## src/rtl/multicycle_ctrl.sv

```systemverilog
// -----------------------------------------------------------------------------
// multicycle_ctrl
//   Multi-cycle sequencer for an RV32 datapath. Steps through
//   IDLE/FETCH/DECODE/EXEC/MEM/WB/TRAP and drives the datapath strobes. One
//   memory port is shared between instruction fetch and load/store. The port
//   uses a ready handshake. A wait timeout sends the block to TRAP.
//
// Optional feature macro: PERF_CNT_EN
//   defined   -> 32-bit cycle and retired-instruction counters
//   undefined -> no counter registers; o_cycle_cnt and o_instret_cnt read 0
//
// Parameters
//   MEM_WAIT_MAX  max consecutive mem_ready=0 cycles in FETCH/MEM (>=1)
//
// Ports
//   i_clk, i_rst      clock (rising edge), asynchronous active-high reset
//   i_run             start/continue, sampled in IDLE and at retire
//   i_op_code[6:0]    opcode from IR, valid in DECODE
//   i_mem_ready       memory completes the current access this cycle
//   o_pc_write        PC <= PC+4 (FETCH with mem_ready)
//   o_ir_write        IR <= rdata (same cycle as o_pc_write)
//   o_branch          branch evaluate (EXEC, B-type)
//   o_mem_read        read request (FETCH, MEM of loads)
//   o_mem_write       write request (MEM of stores)
//   o_mem_to_reg      writeback selects memory data (WB of loads)
//   o_alu_op[1:0]     00 add, 01 branch compare, 10 funct-decoded
//   o_alu_src         1 = immediate operand
//   o_reg_write_en    register file write (WB)
//   o_trap            high in TRAP (sticky until reset)
//   o_trap_cause[1:0] 00 none, 01 illegal, 10 fetch timeout, 11 data timeout
//   o_state[2:0]      IDLE=0 FETCH=1 DECODE=2 EXEC=3 MEM=4 WB=5 TRAP=6
//   o_cycle_cnt       active-cycle counter
//   o_instret_cnt     retired-instruction counter
// -----------------------------------------------------------------------------
module multicycle_ctrl #(
  parameter int MEM_WAIT_MAX = 15
) (
  input  logic        i_clk,
  input  logic        i_rst,
  input  logic        i_run,
  input  logic [6:0]  i_op_code,
  input  logic        i_mem_ready,
  output logic        o_pc_write,
  output logic        o_ir_write,
  output logic        o_branch,
  output logic        o_mem_read,
  output logic        o_mem_write,
  output logic        o_mem_to_reg,
  output logic [1:0]  o_alu_op,
  output logic        o_alu_src,
  output logic        o_reg_write_en,
  output logic        o_trap,
  output logic [1:0]  o_trap_cause,
  output logic [2:0]  o_state,
  output logic [31:0] o_cycle_cnt,
  output logic [31:0] o_instret_cnt
);

  localparam int WAIT_W = $clog2(MEM_WAIT_MAX + 1);
  localparam logic [WAIT_W-1:0] WAIT_LIMIT = WAIT_W'(MEM_WAIT_MAX);

  typedef enum logic [2:0] {
    ST_IDLE   = 3'd0,
    ST_FETCH  = 3'd1,
    ST_DECODE = 3'd2,
    ST_EXEC   = 3'd3,
    ST_MEM    = 3'd4,
    ST_WB     = 3'd5,
    ST_TRAP   = 3'd6
  } state_t;

  typedef enum logic [2:0] {
    OC_NONE  = 3'd0,
    OC_R     = 3'd1,
    OC_I     = 3'd2,
    OC_LOAD  = 3'd3,
    OC_STORE = 3'd4,
    OC_B     = 3'd5
  } op_class_t;

  // Map an opcode onto the instruction classes this sequencer supports.
  function automatic op_class_t decode_class(input logic [6:0] op);
    case (op)
      7'b0110011: return OC_R;
      7'b0010011: return OC_I;
      7'b0000011: return OC_LOAD;
      7'b0100011: return OC_STORE;
      7'b1100011: return OC_B;
      default:    return OC_NONE;
    endcase
  endfunction

  state_t            r_state;
  op_class_t         r_op_class;
  logic [WAIT_W-1:0] r_wait_cnt;
  logic [1:0]        r_trap_cause;

  state_t    w_next_state;
  state_t    w_boundary_state;
  op_class_t w_dec_class;
  logic      w_retire;
  logic      w_wait_expired;
  logic      w_wait_clear;
  logic      w_wait_inc;
  logic [1:0] w_trap_cause_next;

  // Next-state decode, retire detection and trap cause selection.
  always_comb begin
    w_next_state      = r_state;
    w_retire          = 1'b0;
    w_trap_cause_next = r_trap_cause;
    w_dec_class       = decode_class(i_op_code);
    w_boundary_state  = i_run ? ST_FETCH : ST_IDLE;
    // ready in the expiry cycle wins over the timeout
    w_wait_expired    = (r_wait_cnt == WAIT_LIMIT) && !i_mem_ready;
    case (r_state)
      ST_IDLE: begin
        if (i_run) begin
          w_next_state = ST_FETCH;
        end else begin
          w_next_state = ST_IDLE;
        end
      end
      ST_FETCH: begin
        if (i_mem_ready) begin
          w_next_state = ST_DECODE;
        end else if (w_wait_expired) begin
          w_next_state      = ST_TRAP;
          w_trap_cause_next = 2'b10;
        end else begin
          w_next_state = ST_FETCH;
        end
      end
      ST_DECODE: begin
        if (w_dec_class == OC_NONE) begin
          w_next_state      = ST_TRAP;
          w_trap_cause_next = 2'b01;
        end else begin
          w_next_state = ST_EXEC;
        end
      end
      ST_EXEC: begin
        case (r_op_class)
          OC_R, OC_I:        w_next_state = ST_WB;
          OC_LOAD, OC_STORE: w_next_state = ST_MEM;
          OC_B: begin
            w_retire     = 1'b1;
            w_next_state = w_boundary_state;
          end
          default: begin
            w_next_state      = ST_TRAP;
            w_trap_cause_next = 2'b01;
          end
        endcase
      end
      ST_MEM: begin
        if (i_mem_ready) begin
          if (r_op_class == OC_LOAD) begin
            w_next_state = ST_WB;
          end else begin
            w_retire     = 1'b1;
            w_next_state = w_boundary_state;
          end
        end else if (w_wait_expired) begin
          w_next_state      = ST_TRAP;
          w_trap_cause_next = 2'b11;
        end else begin
          w_next_state = ST_MEM;
        end
      end
      ST_WB: begin
        w_retire     = 1'b1;
        w_next_state = w_boundary_state;
      end
      ST_TRAP: w_next_state = ST_TRAP;
      default: w_next_state = ST_IDLE;
    endcase
    // the counter restarts whenever a new memory access begins
    w_wait_clear = (w_next_state != r_state) &&
                   ((w_next_state == ST_FETCH) || (w_next_state == ST_MEM));
    w_wait_inc   = ((r_state == ST_FETCH) || (r_state == ST_MEM)) &&
                   !i_mem_ready && !w_wait_expired;
  end

  // State register.
  always_ff @(posedge i_clk or posedge i_rst) begin
    if (i_rst) begin
      r_state <= ST_IDLE;
    end else begin
      r_state <= w_next_state;
    end
  end

  // Op class latched once in DECODE, used by EXEC/MEM/WB.
  always_ff @(posedge i_clk or posedge i_rst) begin
    if (i_rst) begin
      r_op_class <= OC_NONE;
    end else if (r_state == ST_DECODE) begin
      r_op_class <= w_dec_class;
    end else begin
      r_op_class <= r_op_class;
    end
  end

  // Trap cause register; only written on the transition into TRAP.
  always_ff @(posedge i_clk or posedge i_rst) begin
    if (i_rst) begin
      r_trap_cause <= 2'b00;
    end else begin
      r_trap_cause <= w_trap_cause_next;
    end
  end

  // Memory wait counter.
  always_ff @(posedge i_clk or posedge i_rst) begin
    if (i_rst) begin
      r_wait_cnt <= '0;
    end else if (w_wait_clear) begin
      r_wait_cnt <= '0;
    end else if (w_wait_inc) begin
      r_wait_cnt <= r_wait_cnt + WAIT_W'(1);
    end else begin
      r_wait_cnt <= r_wait_cnt;
    end
  end

  // Datapath strobes decoded from state and latched op class.
  always_comb begin
    o_pc_write     = 1'b0;
    o_ir_write     = 1'b0;
    o_branch       = 1'b0;
    o_mem_read     = 1'b0;
    o_mem_write    = 1'b0;
    o_mem_to_reg   = 1'b0;
    o_alu_op       = 2'b00;
    o_alu_src      = 1'b0;
    o_reg_write_en = 1'b0;
    case (r_state)
      ST_FETCH: begin
        o_mem_read = 1'b1;
        o_pc_write = i_mem_ready;
        o_ir_write = i_mem_ready;
      end
      ST_EXEC: begin
        case (r_op_class)
          OC_R:                    o_alu_op = 2'b10;
          OC_I, OC_LOAD, OC_STORE: o_alu_src = 1'b1;
          OC_B: begin
            o_alu_op = 2'b01;
            o_branch = 1'b1;
          end
          default:                 o_alu_op = 2'b00;
        endcase
      end
      ST_MEM: begin
        if (r_op_class == OC_LOAD) begin
          o_mem_read = 1'b1;
        end else begin
          o_mem_write = (r_op_class == OC_STORE);
        end
      end
      ST_WB: begin
        o_reg_write_en = 1'b1;
        o_mem_to_reg   = (r_op_class == OC_LOAD);
      end
      default: o_alu_op = 2'b00;
    endcase
  end

  assign o_state      = r_state;
  assign o_trap       = (r_state == ST_TRAP);
  assign o_trap_cause = r_trap_cause;

`ifdef PERF_CNT_EN
  logic [31:0] r_cycle_cnt;
  logic [31:0] r_instret_cnt;

  // Performance counters; both hold in IDLE and TRAP and wrap naturally.
  always_ff @(posedge i_clk or posedge i_rst) begin
    if (i_rst) begin
      r_cycle_cnt   <= 32'd0;
      r_instret_cnt <= 32'd0;
    end else begin
      if ((r_state != ST_IDLE) && (r_state != ST_TRAP)) begin
        r_cycle_cnt <= r_cycle_cnt + 32'd1;
      end else begin
        r_cycle_cnt <= r_cycle_cnt;
      end
      if (w_retire) begin
        r_instret_cnt <= r_instret_cnt + 32'd1;
      end else begin
        r_instret_cnt <= r_instret_cnt;
      end
    end
  end

  assign o_cycle_cnt   = r_cycle_cnt;
  assign o_instret_cnt = r_instret_cnt;
`else
  logic w_unused_retire;
  assign w_unused_retire = w_retire;
  assign o_cycle_cnt     = 32'd0;
  assign o_instret_cnt   = 32'd0;
`endif

endmodule
```

## config.mk

```make
export PLATFORM = sky130hd
export DESIGN_NAME = multicycle_ctrl
export DESIGN_NICKNAME = d
export VERILOG_FILES = /design/src/rtl/multicycle_ctrl.sv
export SDC_FILE = /design/constraint.sdc
export NUM_CORES = 1
export LEC_CHECK = 0
export ABC_AREA = 0
export CORE_UTILIZATION = 40
export CTS_BUF_LIST = sky130_fd_sc_hd__clkbuf_8
export DETAILED_ROUTE_END_ITERATION = 7
export PLACE_DENSITY_LB_ADDON = 0.15
export SETUP_SLACK_MARGIN = 0.15
export SLEW_MARGIN = 15
export SYNTH_ARGS = -nofsm -noshare
export SYNTH_HDL_FRONTEND = slang
export SYNTH_SLANG_ARGS = --single-unit
export TNS_END_PERCENT = 1
```

## constraint.sdc

```tcl
create_clock -name i_clk -period 3.5 [get_ports i_clk]
set_clock_uncertainty 0.2 [all_clocks]
set_input_delay 0.35 -clock i_clk [delete_from_list [all_inputs] [get_ports i_clk]]
set_output_delay 0.35 -clock i_clk [all_outputs]
set_load 0.1 [all_outputs]
```

* After elaboration in Yosys (flattened, before gate mapping) *
Index checks and enable logic that the tools add are counted.
Widths: inputs -> output; s select.

operators by class
  add/sub/neg operators = 1
  eq/ne operators = 26
  mux-type cells = 32
  reductions and logical operators = 18

operators by type and width
  kind                 count
  $eq 3x3->1 const B   6
  $pmux 3 s6           1
  $mux 2               8
  $mux 3               5
  $pmux 3 s5           1
  $eq 7x6->1 const B   2
  $eq 3x2->1 const B   4
  $ne 2x2->1 const B   6
  $mux 1               11
  $eq 3x1->1 const B   3
  $pmux 3 s3           1
  $mux 4               2
  $pmux 2 s4           1
  $eq 7x2->1 const B   1
  $eq 7x5->1 const B   1
  $eq 7x7->1 const B   1
  $reduce_and 7->1     1
  $logic_not 3->1      2
  $reduce_or 2->1      3
  $reduce_or 5->1      1
  $add 4x1->4 const B  1
  $eq 4x4->1 const B   1
  $logic_and 1x1->1    4
  $pmux 2 s2           1
  other kinds (7)      9

word-level totals
  word-level logic and storage cells = 81
  bits of input ports = 11
  register bits = 12
  output and inout port bits = 80

* Logic depth before layout (Yosys ltp) *
Gate-level depths: netlist of run 1.

  depth after elaboration = 9
  depth in mapped cells = 7
  gate-level depth less buffers = 6

* Least setup slack after synthesis of run 1 *
No wires, ideal clock.

  kind = register to output
  start = register r_state[1], in the netlist o_state[1]
  end = output port o_mem_to_reg
  stages on the path, launching flop included = 4
  path buffers = 2
  data required time = 2950 ps
  setup slack = -430 ps
  arrival = 3380 ps
  cells stage by stage = dfrtp_1 > buf_2 > clkbuf_1 > nor3_1

between the ends
  word-level cells in the longest chain between the ends = 2

RTL lines
  element                   RTL line  source
  start: declaration        93        state_t r_state;
  start signal: assignment  190       r_state <= w_next_state;
  $eq 3x3->1                n/a
  $mux 1                    238       case (r_state)
  end: declaration          48        output logic o_mem_to_reg,

No other way between the ends.

* Worst setup path after layout of run 1 *
  start = register r_state[0], in the netlist o_state[0]
  end = output port o_alu_op[1]

between the ends
  word-level cells in the longest chain between the ends = 2

RTL lines
  element           RTL line  source
  $eq 3x2->1        n/a
  $mux 2            238
  end: declaration  49        output logic [1:0] o_alu_op,

No other way between the ends.

==> results of run 1 <==
==> power by group through the flow <==
stage          Clock (mW)  Combinational [mW]  Sequential (mW)
2_1_floorplan           0               0.804            0.309
3_3_place_gp            0               0.922            0.242
3_5_place_dp            0               0.928            0.244
4_1_cts             0.152               0.931            0.241
5_1_grt             0.160               0.975            0.253
6_report            0.151               0.929            0.241
==> layer usage <==
layer / GRT usage [%] / vias to the layer above
li1: - / 539
met1: 18.8 / 506
met2: 20.3 / 62
met3: 3.47 / 4
met4: 3.49 / 0
met5: 0 / -
==> flip-flops by register name, indices dropped and copies added, names as in the netlist <==
name,flops
o_trap_cause,2
r_wait_cnt,4
o_state,3
r_op_class,3
==> area by class of cell <==
cell class,instances,area share (%)
Timing Repair Buffer,27,15.0
Tap cell,46,3.72
Sequential cell,12,19.4
Multi-Input combinational cell,156,57.3
Inverter,4,0.970
Clock buffer,4,3.56
==> how the worst max path moves through the flow <==
stage | startpoint | to | slack, ps
floorplan | o_state[0] | o_alu_op[1] | -110
global placement | i_mem_ready | r_wait_cnt[1] | 1120
detailed placement | i_mem_ready | r_wait_cnt[3] | 1080
CTS | o_state[0] | o_alu_op[1] | 840
global route | o_state[0] | o_alu_op[1] | 630
finish | o_state[0] | o_alu_op[1] | 860
==> cells by family after synthesis <==
group / count (synthesis)
buf+inv: 76
simple gates: 50
compound gates: 35
flops: 12
xor+xnor: 4
mux: 2
fa+ha+maj: 1
other cells: 1
==> stage by stage <==
stage	util [%]	TNS [ps]
after global placement	43.4	0
final	45.0	0
after detailed placement	43.4	0
after global routing	45.0	0
after floorplan	-	-112
after CTS	45.0	0
==> cells in the final DEF, fill, tap and decap left out, types with 4 or more instances in the layout <==
| cell | instances |
|---|---|
| sky130_fd_sc_hd__nand2_1 | 10 |
| sky130_fd_sc_hd__clkdlybuf4s50_1 | 12 |
| sky130_fd_sc_hd__and2_1 | 5 |
| sky130_fd_sc_hd__buf_4 | 15 |
| sky130_fd_sc_hd__o21ai_0 | 5 |
| sky130_fd_sc_hd__nor2b_1 | 5 |
| sky130_fd_sc_hd__a211oi_1 | 4 |
| sky130_fd_sc_hd__dfrtp_1 | 12 |
| sky130_fd_sc_hd__nor2_1 | 8 |
| sky130_fd_sc_hd__conb_1 | 64 |
| sky130_fd_sc_hd__a21oi_1 | 6 |
| sky130_fd_sc_hd__clkbuf_8 | 4 |
==> impl_metrics.ini, run 1 <==
[yosys]
count_of_flip_flops_with_a_built_in_enable_after_synthesis = 0
synth-async-reset-ratio_pct = 100
synth_common_cells = sky130_fd_sc_hd__buf_4 (65), sky130_fd_sc_hd__dfrtp_1 (12), sky130_fd_sc_hd__nand2_1 (10), sky130_fd_sc_hd__nor2_1 (8), sky130_fd_sc_hd__a21oi_1 (6)
yosys.area_share.xor_xnor_pct = 2.35
synth-seq-area-share_pct = 20.2
syn-instance-count = 181
ys.flop_type = sky130_fd_sc_hd__dfrtp_1
yosys.area_share.simple_pct = 20.7
synth_top_family_by_area = buffers and inverters
yosysTopAreaCell = sky130_fd_sc_hd__buf_4
yosys.cell_count.top_type = sky130_fd_sc_hd__buf_4
synth.ff_latch_count = 12
mappedNetlistArea_um2 = 1490
synth.top_cell.area_share_pct = 32.8
adder_cell_share_of_the_synthesized_area_pct = 0.840
synth.top_cells.by_area = sky130_fd_sc_hd__buf_4 (33%), sky130_fd_sc_hd__dfrtp_1 (20%), sky130_fd_sc_hd__nand2_1 (2.5%)
netlist-cell-type-count = 49
avgSynthCellArea_um2 = 8.23
synth.area.mux_share_pct = 1.34
yosysWarnings = 0
synth-compound-area-share_pct = 17.9

[sta]
fin_ws_ps = 859
part_of_the_cycle_the_worst_path_needs_pct = 75.5
timing.final.hold_violations = 0
whs_ps = 215
finalCriticalPeriod_ps = 2640
setup_viol_count_final = 0
slew_headroom_pct = 35.4
clock.fmax_mhz = 379
maxSlewViolCount = 0
unrepaired_setup_endpoints_after_global_routing = no
tightest_slew_ps = 967

[power]
vdd_ir_drop_max_v = 0.000450
power_mw = 1.32
p_seq_share_pct = 18.2
sw_frac_of_total_pct = 64.8
pwr-share-clk_pct = 11.4
power.density_cell_area_nw_per_um2 = 853
total_switching_power_mw = 0.856
pwr-share-comb_pct = 70.4
p_int_mw = 0.465
p_leak_nw = 0.756

[layout]
n_fill_cell = 355
share_of_layout_cells_above_drive_strength_1_pct = 15.8
antennaDiodeCount = 0
area_delta_synth_final_pct = 3.95
sequential_cell_area_um2 = 300
multi_input_area_um2 = 887
layout.cell_area.non_filler_um2 = 1550
nets = 216
finalNonFillerCells = 249

[hold_path]
worst_hold_path_type = in -> async

[detailed_routing]
drt-vias-per-instance = 4.46
routed_length_on_met3_um = 199
drt.antenna.violating_nets = 0
drt_iter0_markers = 31
routed_length_on_met2_mm = 1.22
detailedRoute.firstPassIterationCount = 4
totalWireLength_mm = 2.66
route.detailed.wl_per_inst_um = 10.7
via_count = 1111
drcViolationCount = 0
met1Wirelength_mm = 1.20
route.top_layer_used = met4

[placement]
placedInstanceArea_um2 = 1490
final_weighted_congestion_of_routability_driven_global_placement = 0.833
dp_worst_setup_slack_ps = 1080
dpl.hpwl_mm = 2.17
port_buffer_cells = 26
placedCellCount = 245

[die]
die_width_um = 63.0
initial_utilization_pct = 43.3
die_height_um = 63.0
die_area_um2 = 3970
placeableCoreArea_um2 = 3440
rows = 21
top_level_ports = 91

[setup_path]
cpLargestDelayFamily = simple AND/OR/NAND/NOR gates
cp_num_buf_inv = 1
timing.reg2reg.setup_slack_ps = 1230
cp.required_ps = 2950
critical_path_cell_count = 4
critical_path_arrival_ps = 2090
criticalPathCategory = reg -> out
reg2reg_depth = 5
worstSetupEndpointType = output pin
timing.critical_path.fanout_max = 20
startpoint_type = register
worstReg2RegEnd = r_wait_cnt[2]
critical_path.reg2reg.startpoint = o_state[0]
worst_path_largest_cell_delay_ps = 720
cpMaxStageDelayCell = sky130_fd_sc_hd__dfrtp_1
cell_by_cell_trace_of_the_critical_path = nand3b_1 -> nor3b_1 -> nor2b_1 -> buf_4

[clocking]
cts_hold_buffers = 0
cts.sinks = 12
tritoncts_clock_tree = yes
post-cts-setup-buffers = 0
post_cts.resized_instances = 0
cts.path.max_buffers = 2
worst_skew_pair_later_pin_latency_ps = 240
clockRootBuffer = sky130_fd_sc_hd__clkbuf_8
cts_inserted_buffers = 3
worst_setup_hold_path_clk_slew_ps = 60
clock_tree.htree_level_count = 1

[job]
cap_violations = 0

[global_route]
first_pass_grt_wire_length_mm = 4.31
number_of_antenna_violations_at_the_first_check_in_global_routing = 0
gr-usage-all-layers_pct = 13.5
vias_in_the_first_global_route = 912
overflow = 0
pin_count_of_the_biggest_net_entering_global_routing = 23

[status]
outcome = finished, final reports clean
No activity file was read; power rests on OpenSTA's default activity.
==> inputs of run 2 (changes only) <==
--- a/config.mk
+++ b/config.mk
@@ -6,7 +6,7 @@
 export NUM_CORES = 1
 export LEC_CHECK = 0
 export ABC_AREA = 0
-export CORE_UTILIZATION = 40
+export CORE_UTILIZATION = 35
 export CTS_BUF_LIST = sky130_fd_sc_hd__clkbuf_8
 export DETAILED_ROUTE_END_ITERATION = 7
 export PLACE_DENSITY_LB_ADDON = 0.15
==> constraint.sdc (replaced) <==
create_clock -name i_clk -period 2.15 [get_ports i_clk]
set_clock_uncertainty 0.2 [all_clocks]
set_input_delay 0.215 -clock i_clk [delete_from_list [all_inputs] [get_ports i_clk]]
set_output_delay 0.215 -clock i_clk [all_outputs]
set_load 0.1 [all_outputs]
==> impl_metrics.ini, run 2 (synthesized netlist as in run 1, its figures left out) <==
[clocking]
worst_skew_pair_later_pin_latency_ps = 240
cts.path.max_buffers = 2
clockRootBuffer = sky130_fd_sc_hd__clkbuf_8
worst_setup_hold_path_clk_slew_ps = 50
tritoncts_clock_tree = yes
clock_tree.htree_level_count = 1
cts.sinks = 12
cts_inserted_buffers = 3

[detailed_routing]
detailedRoute.firstPassIterationCount = 4
via_count = 1202
drt.antenna.violating_nets = 0
drt-vias-per-instance = 4.37
drt_iter0_markers = 39
route.detailed.wl_per_inst_um = 11.4
drcViolationCount = 0
totalWireLength_mm = 3.15

[placement]
final_weighted_congestion_of_routability_driven_global_placement = 0.809
dpl.hpwl_mm = 2.58
dp_worst_setup_slack_ps = -20.1
placedCellCount = 263
placedInstanceArea_um2 = 1810
port_buffer_cells = 26

[layout]
antennaDiodeCount = 0
area_delta_synth_final_pct = 31.4
share_of_layout_cells_above_drive_strength_1_pct = 32.9
layout.cell_area.non_filler_um2 = 1960
max_flop_register = r_wait_cnt
finalNonFillerCells = 275
nets = 238
final_cell_mix = sky130_fd_sc_hd__conb_1 (64), sky130_fd_sc_hd__buf_4 (26), sky130_fd_sc_hd__buf_12 (12)
most_frequent_standard_cell_in_the_layout_excluding_fill_and_tap_cells = sky130_fd_sc_hd__conb_1
final_core_utilization_pct = 48.6
largest_reg_flops = 4

[setup_path]
cpLargestDelayFamily = compound AO/OA/AOI/OAI gates
timing.critical_path.fanout_max = 5
critical_path_arrival_ps = 2080
worstSetupEndpointType = register
worst_path_largest_cell_delay_ps = 510
cp_num_buf_inv = 2
criticalPathCategory = reg -> reg
cp.required_ps = 2100
cpMaxStageDelayCell = sky130_fd_sc_hd__dfrtp_4
cell_by_cell_trace_of_the_critical_path = nand3b_1 -> nor3b_2 -> buf_4 -> o31a_1 -> buf_4 -> o31a_1 -> a211oi_1
startpoint_type = register

[die]
placeableCoreArea_um2 = 4030
die_area_um2 = 4520
die_height_um = 67.2
top_level_ports = 91
die_width_um = 67.2
rows = 23
initial_utilization_pct = 37.0

[global_route]
number_of_antenna_violations_at_the_first_check_in_global_routing = 0
overflow = 0
first_pass_grt_wire_length_mm = 4.89
gr-usage-all-layers_pct = 14.3
vias_in_the_first_global_route = 1027
pin_count_of_the_biggest_net_entering_global_routing = 20

[sta]
setup_viol_count_final = 0
setup-tns-final_ps = 0
finalCriticalPeriod_ps = 2140
timing.final.hold_violations = 0
slew_headroom_pct = 66.0
unrepaired_setup_endpoints_after_global_routing = yes
fin_ws_ps = 14.2
tightest_slew_ps = 509
whs_ps = 91.5
maxSlewViolCount = 0
part_of_the_cycle_the_worst_path_needs_pct = 99.3
clock.fmax_mhz = 468

[power]
p_leak_nw = 0.919
power.density_cell_area_nw_per_um2 = 1300
vdd_ir_drop_max_v = 0.000756
power_mw = 2.55

[status]
outcome = finished, final reports clean

[job]
cap_violations = 0

[hold_path]
worst_hold_path_type = in -> async
## run 2: where the power goes
part	total (mW)	internal (mW)	switching (mW)
registers	0.376	0.294	0.0815
logic	1.93	0.575	1.35
clock network	0.241	0.161	0.0796
total	2.55	1.03	1.51
## run 2: final cells by class
| class | count | area [um^2] |
|---|---|---|
| fill | 381 | 2070 |
| clock buffer | 4 | 55.1 |
| sequential | 12 | 312 |
| tap | 50 | 62.6 |
| inverter | 4 | 15.0 |
| timing repair buffer | 49 | 547 |
| multi-input combinational | 156 | 966 |
## run 2: worst register-to-register path, cell delays in order, from the launching register on
cell	delay [ps]
sky130_fd_sc_hd__dfrtp_4	510
sky130_fd_sc_hd__nand3b_1	190
sky130_fd_sc_hd__nor3b_2	80
sky130_fd_sc_hd__buf_4	140
sky130_fd_sc_hd__o31a_1	260
sky130_fd_sc_hd__buf_4	140
sky130_fd_sc_hd__o31a_1	330
sky130_fd_sc_hd__a211oi_1	190
## run 2: routing by layer
layer  wire (um)  up-vias  global-route usage [%]
met5           0        -                       0
met4          38        0                    5.05
met3         229        4                    3.21
met2        1580       69                    24.5
met1        1300      549                    17.3
li1            -      580                       -
## run 2: final timing paths
check                                start              end  slack, ps  cells past startpoint
max                             o_state[1]    r_wait_cnt[1]         10                      7
min                                  i_rst       o_state[1]         90                      2
max reg2reg                     o_state[1]    r_wait_cnt[1]         10                      7
min reg2reg                o_trap_cause[1]  o_trap_cause[1]        320                      1
max in group asynchronous            i_rst       o_state[0]       1300                      2
min in group i_clk         o_trap_cause[1]  o_trap_cause[1]        320                      1
## run 2: timing repair
action | in CTS | in global routing
cloned | 0 | 0
gates resized for setup | 3 | 7
setup buffers | 7 | 1
endpoints found under the setup margin | 11 | 12
pin swaps | 3 | 4
hold buffers | 0 | 0
